$ cat src/rtl/aes_ctrl_pkg.sv
// aes_ctrl_pkg: shared FSM state type and counter sizing for the AES core scheduler
package aes_ctrl_pkg;

    typedef enum logic [2:0] {IDLE, SETTLE, ISSUE, WAIT, RESP} state_t;

    function automatic int cnt_w(input int settle, input int timeout);
        return $clog2((settle > timeout ? settle : timeout) + 1);
    endfunction

endpackage

$ cat src/rtl/aes_rr_arbiter.sv
// aes_rr_arbiter: combinational round-robin pick, searching upward from ptr with wrap
module aes_rr_arbiter #(
    parameter int NREQ = 4,
    parameter int IW   = $clog2(NREQ)
) (
    input  logic [NREQ-1:0] req,
    input  logic [IW-1:0]   ptr,
    output logic [NREQ-1:0] grant,
    output logic [IW-1:0]   idx
);

    logic          hit;
    logic [IW-1:0] j;

    // walk candidates from farthest to nearest so the nearest requester wins
    always_comb begin
        idx = '0;
        hit = 1'b0;
        j   = '0;
        for (int k = NREQ - 1; k >= 0; k--) begin
            j = IW'((int'(ptr) + k) % NREQ);
            if (req[j]) begin
                idx = j;
                hit = 1'b1;
            end
        end
        grant = hit ? NREQ'(1) << idx : '0;
    end

endmodule

$ cat src/rtl/aes_core_sched.sv
// aes_core_sched: shares one AES core among NREQ requesters with key settle and watchdog
module aes_core_sched
    import aes_ctrl_pkg::*;
#(
    parameter int NREQ       = 4,
    parameter int Nk         = 4,
    parameter int KEY_SETTLE = 16,
    parameter int TIMEOUT    = 64
) (
    input  logic                 clk,
    input  logic                 rst,
    input  logic [NREQ-1:0]      req_valid,
    input  logic [128*NREQ-1:0]  req_pt,
    output logic [NREQ-1:0]      req_ready,
    output logic [NREQ-1:0]      rsp_valid,
    input  logic [NREQ-1:0]      rsp_ready,
    output logic [127:0]         rsp_ct,
    output logic                 rsp_err,
    input  logic                 key_wr,
    input  logic [32*Nk-1:0]     key_in,
    output logic                 key_ready,
    output logic [32*Nk-1:0]     core_key,
    output logic                 core_load,
    output logic [127:0]         core_pt,
    input  logic [127:0]         core_ct,
    input  logic                 core_valid,
    output logic                 err_timeout
);

    localparam int IW = $clog2(NREQ);
    localparam int CW = cnt_w(KEY_SETTLE, TIMEOUT);

    state_t          state;
    logic [IW-1:0]   rr_ptr;
    logic [IW-1:0]   gid;
    logic [IW-1:0]   g_idx;
    logic [NREQ-1:0] g_oh;
    logic [CW-1:0]   cnt;
    logic [32*Nk-1:0] shadow;
    logic            key_pending;
    logic            hs;
    logic [127:0]    pt_arr [NREQ];

    for (genvar i = 0; i < NREQ; i++) begin : g_pt
        assign pt_arr[i] = req_pt[128*i +: 128];
    end

    aes_rr_arbiter #(.NREQ(NREQ), .IW(IW)) u_arb (
        .req   (req_valid),
        .ptr   (rr_ptr),
        .grant (g_oh),
        .idx   (g_idx)
    );

    // grants only when idle with no key update waiting, and never during reset
    assign req_ready = (state == IDLE && !key_pending && !rst) ? g_oh : '0;
    assign hs        = |(req_valid & req_ready);

    // scheduler FSM; one down-counter serves both key settle and the block watchdog
    always_ff @(posedge clk or posedge rst) begin
        if (rst) begin
            state       <= IDLE;
            rr_ptr      <= '0;
            gid         <= '0;
            cnt         <= '0;
            shadow      <= '0;
            key_pending <= 1'b0;
            key_ready   <= 1'b1;
            core_key    <= '0;
            core_load   <= 1'b0;
            core_pt     <= '0;
            rsp_valid   <= '0;
            rsp_ct      <= '0;
            rsp_err     <= 1'b0;
            err_timeout <= 1'b0;
        end else begin
            core_load <= 1'b0;
            if (key_wr && key_ready) begin
                shadow      <= key_in;
                key_pending <= 1'b1;
                key_ready   <= 1'b0;
            end
            case (state)
                IDLE: begin
                    if (key_pending) begin
                        core_key <= shadow;
                        cnt      <= CW'(KEY_SETTLE);
                        state    <= SETTLE;
                    end else if (hs) begin
                        core_pt   <= pt_arr[g_idx];
                        gid       <= g_idx;
                        core_load <= 1'b1;
                        state     <= ISSUE;
                    end
                end
                SETTLE: begin
                    if (cnt == '0) begin
                        key_pending <= 1'b0;
                        key_ready   <= 1'b1;
                        state       <= IDLE;
                    end else begin
                        cnt <= cnt - 1'b1;
                    end
                end
                ISSUE: begin
                    cnt   <= CW'(TIMEOUT - 1);
                    state <= WAIT;
                end
                WAIT: begin
                    if (core_valid) begin
                        rsp_ct    <= core_ct;
                        rsp_err   <= 1'b0;
                        rsp_valid <= NREQ'(1) << gid;
                        state     <= RESP;
                    end else if (cnt == '0) begin
                        rsp_ct      <= '0;
                        rsp_err     <= 1'b1;
                        err_timeout <= 1'b1;
                        rsp_valid   <= NREQ'(1) << gid;
                        state       <= RESP;
                    end else begin
                        cnt <= cnt - 1'b1;
                    end
                end
                RESP: begin
                    if (rsp_ready[gid]) begin
                        rsp_valid <= '0;
                        rr_ptr    <= IW'((int'(gid) + 1) % NREQ);
                        state     <= IDLE;
                    end
                end
                default: state <= IDLE;
            endcase
        end
    end

endmodule

$ cat config.mk
export PLATFORM = sky130hd
export DESIGN_NAME = aes_core_sched
export DESIGN_NICKNAME = d
export VERILOG_FILES = /design/src/rtl/aes_ctrl_pkg.sv /design/src/rtl/aes_rr_arbiter.sv /design/src/rtl/aes_core_sched.sv
export SDC_FILE = /design/constraint.sdc
export NUM_CORES = 1
export LEC_CHECK = 0
export CORE_AREA = 10 10 455 457
export DETAILED_ROUTE_END_ITERATION = 6
export DIE_AREA = 0 0 465 467
export GPL_TIMING_DRIVEN = 0
export PLACE_DENSITY = 0.3
export SLEW_MARGIN = 5
export SYNTH_ARGS = -nofsm -noshare
export SYNTH_HDL_FRONTEND = slang
export SYNTH_SLANG_ARGS = --single-unit
$ cat constraint.sdc
create_clock -name clk -period 27.6 [get_ports clk]
set_clock_uncertainty 0.1 [all_clocks]
set_input_delay 4.14 -clock clk [delete_from_list [all_inputs] [get_ports clk]]
set_output_delay 4.14 -clock clk [all_outputs]
set_load 0.03 [all_outputs]
* Word level (Yosys, flattened, before mapping)
Index checks and enable logic that the tools add are counted.
** Storage, ports and cells
- Output and inout bits :: 396
- Bits of input ports :: 780
- Register bits after elaboration :: 535
** Operators by class
- Reduce and logical (&&, ||, !) cells :: 19
- Add/subtract/negate cells :: 5
- Order comparisons :: 6
- Eq/ne operators :: 10
- Bitwise gates (word level) :: 4
- Shifts and indexed selects :: 2
- Multiplexer cells :: 51
** Operator list (count)
- $mux 128 :: 4
- $bmux 128 s2 :: 1
- $pmux 7 s4 :: 1
- $mux 7 :: 3
- $mux 1 :: 20
- $mux 4 :: 5
- $mux 3 :: 6
- $lt 2x3->1 const B :: 5
- $pmux 3 s5 :: 1
- $reduce_and 3->1 :: 4
- $bmux 1 s2 :: 5
- $mux 2 :: 4
- $ne 2x2->1 const B :: 4
- $pmux 4 s2 :: 1
- $shl 1x2->4 const A :: 2
- $logic_not 7->1 :: 1
- $sub 7x1->7 const B :: 1
- $eq 3x2->1 const B :: 2
- $ne 3x3->1 const B :: 2
- $reduce_and 2->1 :: 3
- $add 2x1->2 const B :: 2
- $add 2x2->2 const B :: 2
- $and 4x4->4 :: 1
- $reduce_and 4->1 :: 1
- other kinds (11) :: 16

* Depth between registers and ports, before layout
- Depth in word-level cells :: 15
- Depth in mapped cells :: 8
- Gate-level depth less buffers :: 7

* Hierarchy
Synthesis repeated with hierarchy kept, for this count alone.
** Second synthesis, totals
- Cells, all modules :: 1415
- Area, all modules :: 23125.9 um^2
** By module, submodules not included
- aes_core_sched :: seq. area each 13389.1 um^2, cells each 1384, area an instance 22922.0 um^2, instances 1
- aes_rr_arbiter :: seq. area each 0.0 um^2, cells each 31, area an instance 203.9 um^2, instances 1

* Least setup slack after synthesis
OpenSTA, ideal clock, no wires.
- Path kind :: input to output
- Start point :: input req_valid[2]
- End point :: output req_ready[1]
- Setup slack :: 17741 ps
- Arrival :: 5619 ps
- Cell stages on the path :: 8
- Required time :: 23360 ps
- Cell sequence :: nor2b_1 -> o21ai_0 -> o221ai_1 -> or2_1 -> buf_2 -> buf_6 -> buf_6 -> nor2_1
** Between the ends
- Word-level cells in the longest chain between the ends :: 9
- Elaborated cells on any way between the ends :: 19
- Classes of those cells :: shift (1); mux (18)
** RTL lines
- from (decl) :: line aes_core_sched.sv:12 : input logic [NREQ-1:0] req_valid,
- $bmux 1 s2 :: line aes_rr_arbiter.sv:22 : if (req[j]) begin
- $mux 1 (implied by the code) :: line aes_rr_arbiter.sv:22
- $mux 2 (4 in a row) :: line aes_rr_arbiter.sv:22
- $shl 1x2->4 :: line aes_rr_arbiter.sv:27 : grant = hit ? NREQ'(1) << idx : '0;
- $mux 4 * :: line aes_rr_arbiter.sv:27
- $mux 4 * :: line aes_core_sched.sv:56 : assign req_ready = (state == IDLE && !key_pending && !rst) ? g_oh : '0;
- to (decl) :: line aes_core_sched.sv:14 : output logic [NREQ-1:0] req_ready,
Mark *: on every way between the ends. The rest lies on a longest branch, timed or not. The select of a mux whose other input is x is not followed.

* Final worst setup path
- Start point :: input req_valid[1]
- End point :: output req_ready[3]
The elaborated chain is that of the path after synthesis.

==> results.txt <==
- The run finished with clean final reports.
* Final Non-Filler Cells: around 5700
* Routed wl met2: 79300 um
* Minimum period implied by the final worst setup slack: about 11 ns
* Hold Worst Slack: ~0.37 ns
- At the pin with the least slew margin, the transition time is 1.18 ns.
* Routed Antenna Nets: 0
- Counting every net in the synthesized netlist gives 2451.
- Cell types with the largest area share after synthesis: sky130_fd_sc_hd__dfrtp_1 (57%), sky130_fd_sc_hd__mux2_2 (12%), sky130_fd_sc_hd__mux2i_1 (11%), sky130_fd_sc_hd__o221ai_2 (5.5%), sky130_fd_sc_hd__a22o_1 (4.9%)
* Detail Route met3 WL: between 15000 and 20000 um
- In this design, the largest share of critical-path delay is due to buffers and inverters.
- The worst register-to-register path begins at state[2]$_DFFE_PP0P_.
* DR DRC count: 0
- For this run, the detailed router's first-pass iteration total came to 4.
- The most used flip-flop cell after synthesis is sky130_fd_sc_hd__dfrtp_1.
* Type of origin of the critical path: input pin
- Yosys mapped a number of flops with a built-in enable equal to 0.
- Delay of the slowest cell on the worst path: between 0.6 and 0.7 ns
- Fmax achieved: just under 90 MHz
- The root buffer cell chosen for the clock tree is sky130_fd_sc_hd__clkbuf_16.
* Largest driver fanout on the critical path: 10
- For this design, the slowest cell found on the critical path is sky130_fd_sc_hd__clkdlybuf4s50_1.
* Clock tree from TritonCTS: yes
* Critical path cell sequence: clkdlybuf4s50_1, nor4_1, nor3_2, nand2_2, or2_1, buf_2, buf_6, buf_6, nor2_1, clkdlybuf4s50_1
* Final Wtd Congestion: approximately 0.80
- Post-synthesis area per instance: 14.2 um2
- WS Path Type: in -> out
* Placed Instances: 5501
- Pin count of the biggest net entering global routing: roughly 100
* Ys Warns: 0
* GRT Util Overall: between 10 and 15%
* Post-CTS Hold Fix Bufs: 0
- The library cell used most frequently in the layout, excluding fill and tap cells, is sky130_fd_sc_hd__clkdlybuf4s50_1.
- Max H-tree Level: 3
* Share of the yosys chip area belonging to registers: 56.8%
- Cells with a size suffix above 1 make up between 10% and 20% of the layout.
- The top cell type by area accounts for between 50% and 60% of the synthesized area.
* Site row count: approximately 160
* End-of-flow core utilization: a little over a fifth
- For flop-to-flop paths, the worst setup slack is roughly 25 ns.
- The layout has between 20000 and 25000 filler cells.
- Total of cells resized after clock tree synthesis: 0
- Worst flop-to-flop path endpoint: rsp_ct[53]$_DFFE_PP0P_
- Leaving out fill and tap cells, the most frequent cells in the layout are sky130_fd_sc_hd__clkdlybuf4s50_1 (1175), sky130_fd_sc_hd__dfrtp_1 (534), sky130_fd_sc_hd__mux2_2 (257), sky130_fd_sc_hd__mux2i_1 (256), sky130_fd_sc_hd__nand2_1 (134).
* Period utilisation layout: 40.6%
- Post-Route M1 WL: between 50000 and 60000 um
- Chip height: about 470 um
- The number of buffers and inverters on the critical path is 5.
- TritonCTS created 80 clock buffers.
- The final-report max-slew violation count is 0.
- Worst-Skew Late Latency: 0.69 ns
- In the final routed layout, each cell accounts on average for 28.3 um.
- Number of ports placed on the die boundary: approximately 1200
* Total stage count of the critical path: 10
- After routing the design area is 41400 um2.
* Max_cap viols: 0
- Number of buffers inserted by port buffering: about 1200
* Critical path endpoint category: output pin
- Post-synth top area cell: sky130_fd_sc_hd__dfrtp_1
- In this run, distinct cell masters in the synthesized netlist total between 40 and 50.
* Number of buffers between clock root and the deepest sink: 3
- In this run the worst setup path terminates at req_ready[3].
- First-pass GRT wire length: about 210000 um
- Worst Path Required: between 20 and 25 ns
* Highest metal layer with signal wires: met5
- Fraction of registers with async set/reset: between 90% and 100%
- In this run the cell area measured after placement is ~39000 um2.
- The hold violation total from the final report is 0.
- Summed over all cells, the static leakage comes to 16.5 nW.
- After clock tree synthesis, the clock-pin slew on the worst setup and hold paths is about 0.050 ns.
* Initial antenna violation count: a little under 100
- The number of setup buffers added after CTS is 0.
- Vias in the first global route: 21782
- Hold Crit Class: reg -> reg
- Total power per unit cell area: approximately 110 nW/um2
* Worst slew margin relative to its limit: roughly a fifth
* RSZ-0062 raised after global routing: false
- Number of clock sinks: between 500 and 600
* Effective utilization at floorplan: 11.9%
- For this block, the via count after detailed routing is around 20000.
- Die area: 217000 um2
- Post-Syn Area: between 20000 and 25000 um2
* Placeable core area: 198000 um2
- Average via count per standard cell: between 3 and 4
* Number of synthesized register bits: roughly 540
- After the first detailed-routing iteration, the DRC count stood at between 900 and 1000.
* Worst VDD drop: ~59 uV
- STA puts the critical path data arrival time at about 7 ns.
- DP Wirelength: ~130000 um
* Count of cells along the worst register-to-register path: 6
- Post-synthesis to final-layout area growth: 75.4%
* Gate count after technology mapping: around 1700
* Final net count: about 3700
* Die width: ~470 um
* Critical path origin: req_valid[1]
- Total grt overflow: 0
* Final routed wirelength across all metal layers: about 160000 um
* Number of failing setup endpoints in the final timing report: 0
-- how the worst min path moves through the flow --
| stage | start | endpoint | slack (ns) | cells past startpoint |
|---|---|---|---|---|
| floorplan | rr_ptr[0]$_DFFE_PP0P_ | rr_ptr[0]$_DFFE_PP0P_ | 0.37 | 2 |
| global placement | err_timeout$_DFFE_PP0P_ | err_timeout$_DFFE_PP0P_ | 0.37 | 1 |
| detailed placement | err_timeout$_DFFE_PP0P_ | err_timeout$_DFFE_PP0P_ | 0.36 | 1 |
| CTS | err_timeout$_DFFE_PP0P_ | err_timeout$_DFFE_PP0P_ | 0.38 | 1 |
| global route | shadow[76]$_DFFE_PP0P_ | core_key[76]$_DFFE_PP0P_ | 0.40 | 1 |
| finish | err_timeout$_DFFE_PP0P_ | err_timeout$_DFFE_PP0P_ | 0.37 | 1 |
-- final cells by class --
cell class                 instances  area (um2)  share of cell area [%]
sequential                       535       13400                    32.4
timing repair buffer            1180       11900                    28.8
multi-input combinational        989        9330                    22.5
tap                             2656        3320                    8.03
clock buffer                     117        2270                    5.49
buffer                           130         835                    2.02
clock inverter                    19         249                   0.602
inverter                          11        48.8                   0.118
antenna                           17        42.5                   0.103
-- Yosys cell counts (3+ instances only) --
| library cell | n |
|---|---|
| sky130_fd_sc_hd__buf_2 | 67 |
| sky130_fd_sc_hd__inv_1 | 10 |
| sky130_fd_sc_hd__buf_6 | 35 |
| sky130_fd_sc_hd__nand3_1 | 3 |
| sky130_fd_sc_hd__mux2_2 | 257 |
| sky130_fd_sc_hd__dfrtp_1 | 534 |
| sky130_fd_sc_hd__o22a_1 | 4 |
| sky130_fd_sc_hd__clkbuf_1 | 27 |
| sky130_fd_sc_hd__a21oi_1 | 10 |
| sky130_fd_sc_hd__nor2b_1 | 3 |
| sky130_fd_sc_hd__and2_1 | 3 |
| sky130_fd_sc_hd__o221ai_1 | 42 |
| sky130_fd_sc_hd__nand2_1 | 134 |
| sky130_fd_sc_hd__nor3_1 | 4 |
| sky130_fd_sc_hd__nor2_1 | 16 |
| sky130_fd_sc_hd__o21ai_0 | 5 |
| sky130_fd_sc_hd__mux2i_1 | 256 |
| sky130_fd_sc_hd__o221ai_2 | 87 |
| sky130_fd_sc_hd__a22o_1 | 132 |
| sky130_fd_sc_hd__ha_1 | 6 |
| sky130_fd_sc_hd__o32a_1 | 3 |
-- state kept, by name, summed over array words and instances, names as in the netlist, 2 cells and up --
register   cells
cnt            7
core_key     128
core_pt      128
gid            2
rr_ptr         2
rsp_ct       128
rsp_valid      4
shadow       128
state          3
-- where the power goes --
| group | internal, mW | switching (mW) | total [mW] |
|---|---|---|---|
| sequential | 1.15 | 0.214 | 1.36 |
| clock | 0.591 | 0.435 | 1.03 |
| combinational | 1.01 | 1.30 | 2.31 |
| total | 2.75 | 1.95 | 4.70 |
-- worst register-to-register path: stages, from the launching register on --
cell and delay (ns):
sky130_fd_sc_hd__dfrtp_1 0.45, sky130_fd_sc_hd__nand2b_1 0.17, sky130_fd_sc_hd__buf_2 0.18, sky130_fd_sc_hd__nor3_1 0.76
sky130_fd_sc_hd__clkbuf_1 0.68, sky130_fd_sc_hd__buf_2 0.44, sky130_fd_sc_hd__a22o_1 0.18
-- cell families after synthesis --
kind of cell | after synthesis | share of synthesized area (%)
AOI/OAI and AO/OA | 294 | 13.0
buffers and inverters | 141 | 3.71
and+or+nand+nor | 175 | 3.04
muxes | 514 | 23.2
adders and majority gates | 6 | 0.318
DFF | 535 | 56.8
-- per-layer routing --
layer | vias to the layer above | GRT usage, %
met2 | 908 | 24.5
met5 | - | 0
met3 | 265 | 7.39
met4 | 88 | 3.26
li1 | 8814 | -
met1 | 9722 | 15.1
-- through the flow --
stage	TNS [ns]	setup slack, ns	total power [mW]
after floorplan	0	8.41	2.61
after global placement	-1593.81	-3.05	3.76
after detailed placement	0	16.16	3.75
after CTS	0	16.16	4.83
after global routing	0	16.10	4.98
final	0	16.39	4.70
No activity file was read; power rests on OpenSTA's default activity.
